==> src/rtl/usb_pkg.sv <==
// rtl/usb_pkg.sv - shared USB transmit types and constants
//   tx_code_e  : request codes from the register block (NONE/DATA0/ACK/NAK)
//   tx_state_e : transmitter FSM states
//   PID_*, SYNC_BYTE, CRC16_POLY, CRC16_INIT, pid_for()
package usb_pkg;

    typedef enum logic [1:0] {
        TX_NONE  = 2'd0,
        TX_DATA0 = 2'd1,
        TX_ACK   = 2'd2,
        TX_NAK   = 2'd3
    } tx_code_e;

    typedef enum logic [2:0] {
        ST_IDLE,
        ST_SYNC,
        ST_PID,
        ST_DATA,
        ST_CRC,
        ST_EOP
    } tx_state_e;

    localparam logic [7:0]  PID_DATA0  = 8'hC3;
    localparam logic [7:0]  PID_ACK    = 8'hD2;
    localparam logic [7:0]  PID_NAK    = 8'h5A;
    localparam logic [7:0]  SYNC_BYTE  = 8'h80;
    localparam logic [15:0] CRC16_POLY = 16'h8005;
    localparam logic [15:0] CRC16_INIT = 16'hFFFF;

    function automatic logic [7:0] pid_for(input tx_code_e code);
        case (code)
            TX_ACK:  return PID_ACK;
            TX_NAK:  return PID_NAK;
            default: return PID_DATA0;
        endcase
    endfunction

endpackage

==> src/rtl/usb_crc16_tx.sv <==
// rtl/usb_crc16_tx.sv - serial CRC16 LFSR for the transmit payload
//   clk, n_rst : clock, asynchronous active-low reset
//   clr        : reload CRC16_INIT (takes priority over shift_en)
//   shift_en   : advance the LFSR by one payload bit
//   data_in    : payload bit (unstuffed, transmission order)
//   crc_out    : current CRC register
module usb_crc16_tx
    import usb_pkg::*;
(
    input  logic        clk,
    input  logic        n_rst,
    input  logic        clr,
    input  logic        shift_en,
    input  logic        data_in,
    output logic [15:0] crc_out
);

    logic [15:0] crc_q;
    logic [15:0] crc_d;

    always_comb begin
        crc_d = crc_q;
        if (clr) begin
            crc_d = CRC16_INIT;
        end else if (shift_en) begin
            crc_d = {crc_q[14:0], 1'b0} ^ ((crc_q[15] ^ data_in) ? CRC16_POLY : 16'h0000);
        end
    end

    always_ff @(posedge clk or negedge n_rst) begin
        if (!n_rst) begin
            crc_q <= CRC16_INIT;
        end else begin
            crc_q <= crc_d;
        end
    end

    assign crc_out = crc_q;

endmodule

==> src/rtl/usb_tx.sv <==
// rtl/usb_tx.sv - USB full-speed packet transmitter (SYNC/PID/DATA/CRC16/EOP)
//   clk, n_rst         : clock, asynchronous active-low reset
//   tx_packet          : request code (tx_code_e), level-sampled
//   tx_packet_data     : payload byte at buffer head
//   buffer_occupancy   : bytes available in the data buffer
//   get_tx_packet_data : one-cycle pop strobe to the buffer
//   tx_transfer_active : high from request accept until end of EOP
//   tx_error           : one-cycle pulse when a conflicting request is rejected
//   dplus_out/dminus_out : NRZI-encoded, bit-stuffed line
module usb_tx
    import usb_pkg::*;
#(
    parameter int CLKS_PER_BIT = 8,
    parameter int MAX_BYTES    = 64
) (
    input  logic       clk,
    input  logic       n_rst,
    input  logic [1:0] tx_packet,
    input  logic [7:0] tx_packet_data,
    input  logic [6:0] buffer_occupancy,
    output logic       get_tx_packet_data,
    output logic       tx_transfer_active,
    output logic       tx_error,
    output logic       dplus_out,
    output logic       dminus_out
);

    localparam int              CNT_W   = $clog2(CLKS_PER_BIT);
    localparam logic [CNT_W-1:0] CNT_MAX = CNT_W'(CLKS_PER_BIT - 1);
    localparam logic [6:0]      MAX_B   = 7'(MAX_BYTES);

    tx_state_e        state_q, state_d;
    tx_code_e         code_q, code_d;
    logic [CNT_W-1:0] cnt_q, cnt_d;
    logic [3:0]       idx_q, idx_d;
    logic [7:0]       shreg_q, shreg_d;
    logic [2:0]       ones_q, ones_d;
    logic [6:0]       bytes_q, bytes_d;
    logic             dp_q, dp_d;
    logic             dm_q, dm_d;
    logic             active_q, active_d;
    logic             err_q, err_d;

    logic        at_wrap;
    logic        emit;
    logic        emit_bit;
    logic        next_byte;
    logic        crc_clr;
    logic        crc_shift;
    logic [2:0]  nxt3;
    logic [3:0]  nxt4;
    logic [2:0]  ones_base;
    logic [7:0]  pid;
    logic [15:0] crc_out;
    tx_code_e    req;

    usb_crc16_tx u_crc (
        .clk      (clk),
        .n_rst    (n_rst),
        .clr      (crc_clr),
        .shift_en (crc_shift),
        .data_in  (emit_bit),
        .crc_out  (crc_out)
    );

    assign at_wrap   = (cnt_q == CNT_MAX);
    assign req       = tx_code_e'(tx_packet);
    assign pid       = pid_for(code_q);
    assign nxt3      = idx_q[2:0] + 3'd1;
    assign nxt4      = idx_q + 4'd1;
    // The stuffing run restarts with every packet, whatever the previous one left.
    assign ones_base = (state_q == ST_IDLE) ? 3'd0 : ones_q;

    always_comb begin
        state_d            = state_q;
        code_d             = code_q;
        cnt_d              = cnt_q;
        idx_d              = idx_q;
        shreg_d            = shreg_q;
        ones_d             = ones_q;
        bytes_d            = bytes_q;
        dp_d               = dp_q;
        dm_d               = dm_q;
        active_d           = active_q;
        err_d              = 1'b0;
        get_tx_packet_data = 1'b0;
        crc_clr            = 1'b0;
        crc_shift          = 1'b0;
        emit               = 1'b0;
        emit_bit           = 1'b0;
        next_byte          = 1'b0;

        if (state_q != ST_IDLE) begin
            cnt_d = at_wrap ? '0 : cnt_q + 1'b1;
            // Holding the accepted code is fine; anything else is rejected.
            // By the final J bit the requester must already have let go.
            err_d = (req != TX_NONE) &&
                    ((req != code_q) || (state_q == ST_EOP && idx_q == 4'd2));
        end

        case (state_q)
            ST_IDLE: begin
                if (req != TX_NONE) begin
                    code_d   = req;
                    state_d  = ST_SYNC;
                    idx_d    = 4'd0;
                    cnt_d    = '0;
                    bytes_d  = 7'd0;
                    active_d = 1'b1;
                    crc_clr  = 1'b1;
                    emit     = 1'b1;
                    emit_bit = SYNC_BYTE[0];
                end
            end
            ST_EOP: begin
                if (at_wrap) begin
                    if (idx_q == 4'd2) begin
                        state_d  = ST_IDLE;
                        active_d = 1'b0;
                    end else begin
                        idx_d = nxt4;
                        if (nxt4 == 4'd2) begin
                            dp_d = 1'b1;
                            dm_d = 1'b0;
                        end
                    end
                end
            end
            default: begin
                if (at_wrap) begin
                    if (ones_q == 3'd6) begin
                        // Stuff bit: position in the packet does not advance.
                        emit     = 1'b1;
                        emit_bit = 1'b0;
                    end else begin
                        case (state_q)
                            ST_SYNC: begin
                                emit = 1'b1;
                                if (idx_q == 4'd7) begin
                                    state_d  = ST_PID;
                                    idx_d    = 4'd0;
                                    emit_bit = pid[0];
                                end else begin
                                    idx_d    = nxt4;
                                    emit_bit = SYNC_BYTE[nxt3];
                                end
                            end
                            ST_PID: begin
                                if (idx_q != 4'd7) begin
                                    idx_d    = nxt4;
                                    emit     = 1'b1;
                                    emit_bit = pid[nxt3];
                                end else if (code_q == TX_DATA0) begin
                                    next_byte = 1'b1;
                                end else begin
                                    state_d = ST_EOP;
                                    idx_d   = 4'd0;
                                    dp_d    = 1'b0;
                                    dm_d    = 1'b0;
                                end
                            end
                            ST_DATA: begin
                                if (idx_q != 4'd7) begin
                                    idx_d     = nxt4;
                                    emit      = 1'b1;
                                    emit_bit  = shreg_q[nxt3];
                                    crc_shift = 1'b1;
                                end else begin
                                    next_byte = 1'b1;
                                end
                            end
                            ST_CRC: begin
                                if (idx_q != 4'd15) begin
                                    idx_d    = nxt4;
                                    emit     = 1'b1;
                                    // Bit 15 first: position n carries ~crc[15-n].
                                    emit_bit = ~crc_out[~nxt4];
                                end else begin
                                    state_d = ST_EOP;
                                    idx_d   = 4'd0;
                                    dp_d    = 1'b0;
                                    dm_d    = 1'b0;
                                end
                            end
                            default: ;
                        endcase
                    end
                end
            end
        endcase

        // Byte boundary: pop and send bit 0 of the new byte in the same cycle,
        // or fall through to the CRC with its first bit.
        if (next_byte) begin
            idx_d = 4'd0;
            emit  = 1'b1;
            if (buffer_occupancy != 7'd0 && bytes_q < MAX_B) begin
                get_tx_packet_data = 1'b1;
                shreg_d            = tx_packet_data;
                bytes_d            = bytes_q + 7'd1;
                state_d            = ST_DATA;
                emit_bit           = tx_packet_data[0];
                crc_shift          = 1'b1;
            end else begin
                state_d  = ST_CRC;
                emit_bit = ~crc_out[15];
            end
        end

        // NRZI: a logical 0 toggles J<->K, a logical 1 holds the line.
        if (emit) begin
            ones_d = emit_bit ? ones_base + 3'd1 : 3'd0;
            if (!emit_bit) begin
                dp_d = ~dp_q;
                dm_d = ~dm_q;
            end
        end
    end

    always_ff @(posedge clk or negedge n_rst) begin
        if (!n_rst) begin
            state_q  <= ST_IDLE;
            code_q   <= TX_NONE;
            cnt_q    <= '0;
            idx_q    <= 4'd0;
            shreg_q  <= 8'h00;
            ones_q   <= 3'd0;
            bytes_q  <= 7'd0;
            dp_q     <= 1'b1;
            dm_q     <= 1'b0;
            active_q <= 1'b0;
            err_q    <= 1'b0;
        end else begin
            state_q  <= state_d;
            code_q   <= code_d;
            cnt_q    <= cnt_d;
            idx_q    <= idx_d;
            shreg_q  <= shreg_d;
            ones_q   <= ones_d;
            bytes_q  <= bytes_d;
            dp_q     <= dp_d;
            dm_q     <= dm_d;
            active_q <= active_d;
            err_q    <= err_d;
        end
    end

    assign dplus_out          = dp_q;
    assign dminus_out         = dm_q;
    assign tx_transfer_active = active_q;
    assign tx_error           = err_q;

endmodule

==> config.mk <==
export PLATFORM = sky130hd
export DESIGN_NAME = usb_tx
export DESIGN_NICKNAME = d
export VERILOG_FILES = /design/src/rtl/usb_pkg.sv /design/src/rtl/usb_crc16_tx.sv /design/src/rtl/usb_tx.sv
export SDC_FILE = /design/constraint.sdc
export NUM_CORES = 1
export LEC_CHECK = 0
export CAP_MARGIN = 5
export CORE_ASPECT_RATIO = 1.5
export CORE_MARGIN = 2
export CORE_UTILIZATION = 45
export CTS_BUF_LIST = sky130_fd_sc_hd__clkbuf_4
export DETAILED_ROUTE_END_ITERATION = 8
export DONT_BUFFER_PORTS = 1
export PLACE_DENSITY = 0.61
export SYNTH_ARGS = -nofsm -noshare
export SYNTH_HDL_FRONTEND = slang
export SYNTH_SLANG_ARGS = --single-unit
==> constraint.sdc <==
create_clock -name clk -period 4.5 [get_ports clk]
set_clock_uncertainty 0.2 [all_clocks]
set_input_delay 0.9 -clock clk [delete_from_list [all_inputs] [get_ports clk]]
set_output_delay 0.9 -clock clk [all_outputs]
set_load 0.01 [all_outputs]
==> run_summary.xml <==
<?xml version="1.0" encoding="UTF-8"?>
<metrics>
  <group name="cells_and_area">
    <metric name="finalNetCount" unit="">315</metric>
    <metric name="syn_to_final_growth" unit="%">4.32</metric>
    <metric name="diodes" unit="">0</metric>
    <metric name="post_route_cells_drive_above_1_share" unit="%">17.9</metric>
    <metric name="final_core_util" unit="%">48.3</metric>
    <metric name="fillers" unit="">617</metric>
  </group>
  <group name="yosys">
    <metric name="yosysWarningCount" unit="">0</metric>
    <metric name="synth_top_area_share" unit="%">27.7</metric>
    <metric name="ys_seq_area_share" unit="%">42.7</metric>
    <metric name="dominantRegCellSynth" unit="">sky130_fd_sc_hd__dfrtp_1</metric>
    <metric name="synth_cells" unit="">291</metric>
    <metric name="synth_async_sr_flop_share" unit="%">100</metric>
    <metric name="synth.cells.most_frequent" unit="">sky130_fd_sc_hd__dfrtp_1, sky130_fd_sc_hd__nand2_1, sky130_fd_sc_hd__nor2_1</metric>
    <metric name="postSynthNetCount" unit="">317</metric>
    <metric name="synth.ff_latch_count" unit="">50</metric>
    <metric name="post_synth_main_area_contributors" unit="">sky130_fd_sc_hd__dfrtp_1, sky130_fd_sc_hd__dfstp_2, sky130_fd_sc_hd__mux2i_1</metric>
    <metric name="syn-cell-area" unit="um2">2980</metric>
    <metric name="synthMostInstantiatedCell" unit="">sky130_fd_sc_hd__dfrtp_1</metric>
    <metric name="synth_area_per_cell" unit="um2">10.2</metric>
    <metric name="synth_cell_type_count" unit="">55</metric>
    <metric name="synth_top_cell_by_area" unit="">sky130_fd_sc_hd__dfrtp_1</metric>
    <metric name="edff_count_synth" unit="">0</metric>
  </group>
  <group name="critical_path">
    <metric name="worstPathMaxFanout" unit="">9</metric>
    <metric name="max_stage_delay" unit="ns">0.63</metric>
    <metric name="critical_path.startpoint_type" unit="">flop</metric>
    <metric name="crit_chain" unit="">buf_4 -&gt; inv_1 -&gt; ha_1 -&gt; mux4_2 -&gt; nor2b_1 -&gt; a2111oi_4 -&gt; a2111oi_2 -&gt; a2111oi_4 -&gt; xnor3_1 -&gt; a21oi_1</metric>
    <metric name="crit_path_end_kind" unit="">flop</metric>
    <metric name="critical_path.n_buffers_inverters" unit="">2</metric>
    <metric name="crit_type" unit="">reg2reg</metric>
    <metric name="timing.critical_path.arrival" unit="ns">3.67</metric>
    <metric name="crit_path_top_delay_cell" unit="">sky130_fd_sc_hd__a2111oi_4</metric>
    <metric name="kind_of_cell_adding_the_most_delay_to_the_critical_path" unit="">compound AO/OA/AOI/OAI gates</metric>
    <metric name="crit_path_required_time" unit="ns">4.60</metric>
    <metric name="worst_path_most_repeated_cell" unit="">sky130_fd_sc_hd__a2111oi_4</metric>
  </group>
  <group name="outcome">
    <metric name="run_status" unit="">finished, final reports clean</metric>
  </group>
  <group name="flow_run">
    <metric name="max-cap-violations" unit="">0</metric>
  </group>
  <group name="floorplan">
    <metric name="fp-row-count" unit="">36</metric>
    <metric name="initial_utilization" unit="%">46.3</metric>
    <metric name="floorplan.die.width" unit="um">70.5</metric>
    <metric name="io-pin-count" unit="">24</metric>
    <metric name="die_y" unit="um">104</metric>
    <metric name="core-area" unit="um2">6440</metric>
    <metric name="die-area" unit="um2">7310</metric>
  </group>
  <group name="routing">
    <metric name="dr_total_vias" unit="">2158</metric>
    <metric name="drt_pass1_iterations" unit="">4</metric>
    <metric name="post_drt_wl_per_cell" unit="um">17.2</metric>
    <metric name="drt.antenna.violating_nets" unit="">0</metric>
    <metric name="routed_via_density" unit="">5.90</metric>
    <metric name="route.final.wire_length" unit="um">6280</metric>
    <metric name="drc" unit="">0</metric>
    <metric name="dr.first_iter.drc_count" unit="">133</metric>
  </group>
  <group name="clock_network">
    <metric name="cts_htree_levels" unit="">2</metric>
    <metric name="cts_tree" unit="">done</metric>
    <metric name="cts-root-to-sink-buffers" unit="">2</metric>
    <metric name="cts.root.buffer_cell" unit="">sky130_fd_sc_hd__clkbuf_4</metric>
    <metric name="cts.repair_timing.setup_buffer_count" unit="">0</metric>
    <metric name="clk_latency" unit="ns">0.37</metric>
    <metric name="cts-buffers-inserted" unit="">5</metric>
    <metric name="clock_sinks" unit="">50</metric>
    <metric name="clkTransAtPathRegs" unit="ns">0.15</metric>
  </group>
  <group name="grt">
    <metric name="first_global_vias" unit="">2127</metric>
    <metric name="maximum_number_of_pins_on_one_net_before_global_route_repair" unit="">34</metric>
    <metric name="global_route_wire_length_before_repair" unit="um">10900</metric>
    <metric name="grt_usage" unit="%">18.5</metric>
    <metric name="number_of_antenna_violations_at_the_first_check_in_global_routing" unit="">0</metric>
    <metric name="globalRouteOverflowTotal" unit="">0</metric>
  </group>
  <group name="timing">
    <metric name="maxSlewViolCount" unit="">0</metric>
    <metric name="rsz0062_at_grt" unit="">false</metric>
    <metric name="post-route-min-period" unit="ns">3.57</metric>
    <metric name="layout_worst_path_cycle_share" unit="%">79.3</metric>
    <metric name="clock.fmax" unit="MHz">280</metric>
    <metric name="worst_pin_slew" unit="ns">1.03</metric>
    <metric name="finalHoldViolCount" unit="">0</metric>
    <metric name="worst_slack" unit="ns">0.932</metric>
    <metric name="setup_viol_count_final" unit="">0</metric>
    <metric name="relSlewSlack" unit="%">31.3</metric>
    <metric name="finalSetupTns" unit="ns">0</metric>
  </group>
  <group name="placed_design">
    <metric name="hpwlAfterDp" unit="um">4480</metric>
    <metric name="numPortBuffers" unit="">0</metric>
    <metric name="dpl_worst_slack" unit="ns">0.917</metric>
    <metric name="gp_congestion" unit="">0.892</metric>
  </group>
  <group name="pwr">
    <metric name="totalPowerFinal" unit="uW">1840</metric>
    <metric name="leakage_component_of_the_power" unit="uW">0.00127</metric>
    <metric name="ir_worst_vdd" unit="uV">273</metric>
    <metric name="power_per_cell_area" unit="nW/um2">591</metric>
  </group>
  <group name="min_path">
    <metric name="timing.hold.worst.class" unit="">in2async</metric>
  </group>
</metrics>
where the power goes:
group / internal [uW] / switching (uW)
Combinational: 365 / 316
Clock: 130 / 142
Sequential: 672 / 213
Total: 1170 / 670
flip-flops by register name (all words and copies together), names as in the netlist, named ones only:
name                count
idx_q                   4
cnt_q                   3
state_q                 2
code_q                  2
bytes_q                 7
dplus_out               1
tx_error                1
ones_q                  3
tx_transfer_active      1
shreg_q                 8
dminus_out              1
u_crc.crc_out          16
per-layer routing:
layer | vias up | global-route usage [%] | routed length, um
met2 | 71 | 30.7 | 3180
met1 | 1015 | 23.6 | 2610
met4 | 0 | 8.10 | 197
li1 | 1056 | - | -
met3 | 16 | 2.82 | 299
met5 | - | 0 | 0
path summary, 6_finish.rpt:
path,slack (ns),from,cells past startpoint,endpoint
worst min register to register,0.30,bytes_q[6],2,bytes_q[6]
worst max-delay path,0.93,idx_q[0],10,u_crc.crc_out[2]
max in group asynchronous,3.78,n_rst,1,shreg_q[0]
min in group clk,0.30,bytes_q[6],2,bytes_q[6]
worst max register to register,0.93,idx_q[0],10,u_crc.crc_out[2]
worst min-delay path,0.13,n_rst,1,cnt_q[2]
layout by cell type (no fill, tap or decap), types with 3 or more instances in the layout:
| cell | n |
|---|---|
| sky130_fd_sc_hd__a22o_1 | 3 |
| sky130_fd_sc_hd__mux2_2 | 9 |
| sky130_fd_sc_hd__o31ai_1 | 5 |
| sky130_fd_sc_hd__dfrtp_1 | 33 |
| sky130_fd_sc_hd__nand3_1 | 13 |
| sky130_fd_sc_hd__o211ai_1 | 4 |
| sky130_fd_sc_hd__nand4_1 | 3 |
| sky130_fd_sc_hd__nor2_1 | 30 |
| sky130_fd_sc_hd__xnor2_1 | 4 |
| sky130_fd_sc_hd__mux2i_1 | 16 |
| sky130_fd_sc_hd__a21oi_1 | 10 |
| sky130_fd_sc_hd__ha_1 | 7 |
| sky130_fd_sc_hd__nand2_1 | 32 |
| sky130_fd_sc_hd__nor3_1 | 5 |
| sky130_fd_sc_hd__buf_4 | 5 |
| sky130_fd_sc_hd__nor4_1 | 3 |
| sky130_fd_sc_hd__nand3b_1 | 5 |
| sky130_fd_sc_hd__clkbuf_4 | 7 |
| sky130_fd_sc_hd__nor2b_1 | 6 |
| sky130_fd_sc_hd__o21ai_0 | 18 |
| sky130_fd_sc_hd__xor2_1 | 3 |
| sky130_fd_sc_hd__inv_1 | 5 |
| sky130_fd_sc_hd__o22a_1 | 9 |
| sky130_fd_sc_hd__dfstp_2 | 17 |
stage by stage:
| stage | area, um2 | hold slack [ns] | cells |
|---|---|---|---|
| 2_1_floorplan | 2980 | 0.251 | 291 |
| 3_3_place_gp | 3010 | 0.264 | 357 |
| 3_5_place_dp | 3010 | 0.271 | 357 |
| 4_1_cts | 3110 | 0.118 | 366 |
| 5_1_grt | 3110 | 0.109 | 366 |
| 6_report | 3110 | 0.126 | 366 |
cells by family after synthesis:
kind of cell / count (synthesis) / share of synthesized area [%]
buf+inv: 20 / 4.36
compound gates: 66 / 16.6
simple gates: 110 / 17.6
fa+ha+maj: 7 / 2.94
mux: 29 / 12.0
flops: 50 / 42.7
xor+xnor: 9 / 3.73
cell type report:
cell class / instances / area (um2) / share of cell area, %
timing repair buffer: 6 / 57.6 / 1.85
multi-input combinational: 221 / 1580 / 50.9
sequential: 50 / 1270 / 40.9
clock inverter: 1 / 30.0 / 0.965
clock buffer: 7 / 52.6 / 1.69
tap: 76 / 95.1 / 3.06
inverter: 5 / 18.8 / 0.603
repair_timing:
action	4_1_cts	5_1_grt
setup endpoints to repair	0	0
hold buffers	1	0
endpoints found under the hold margin	33	0
gates resized for setup	0	0
(Power assumes the default switching activity.)
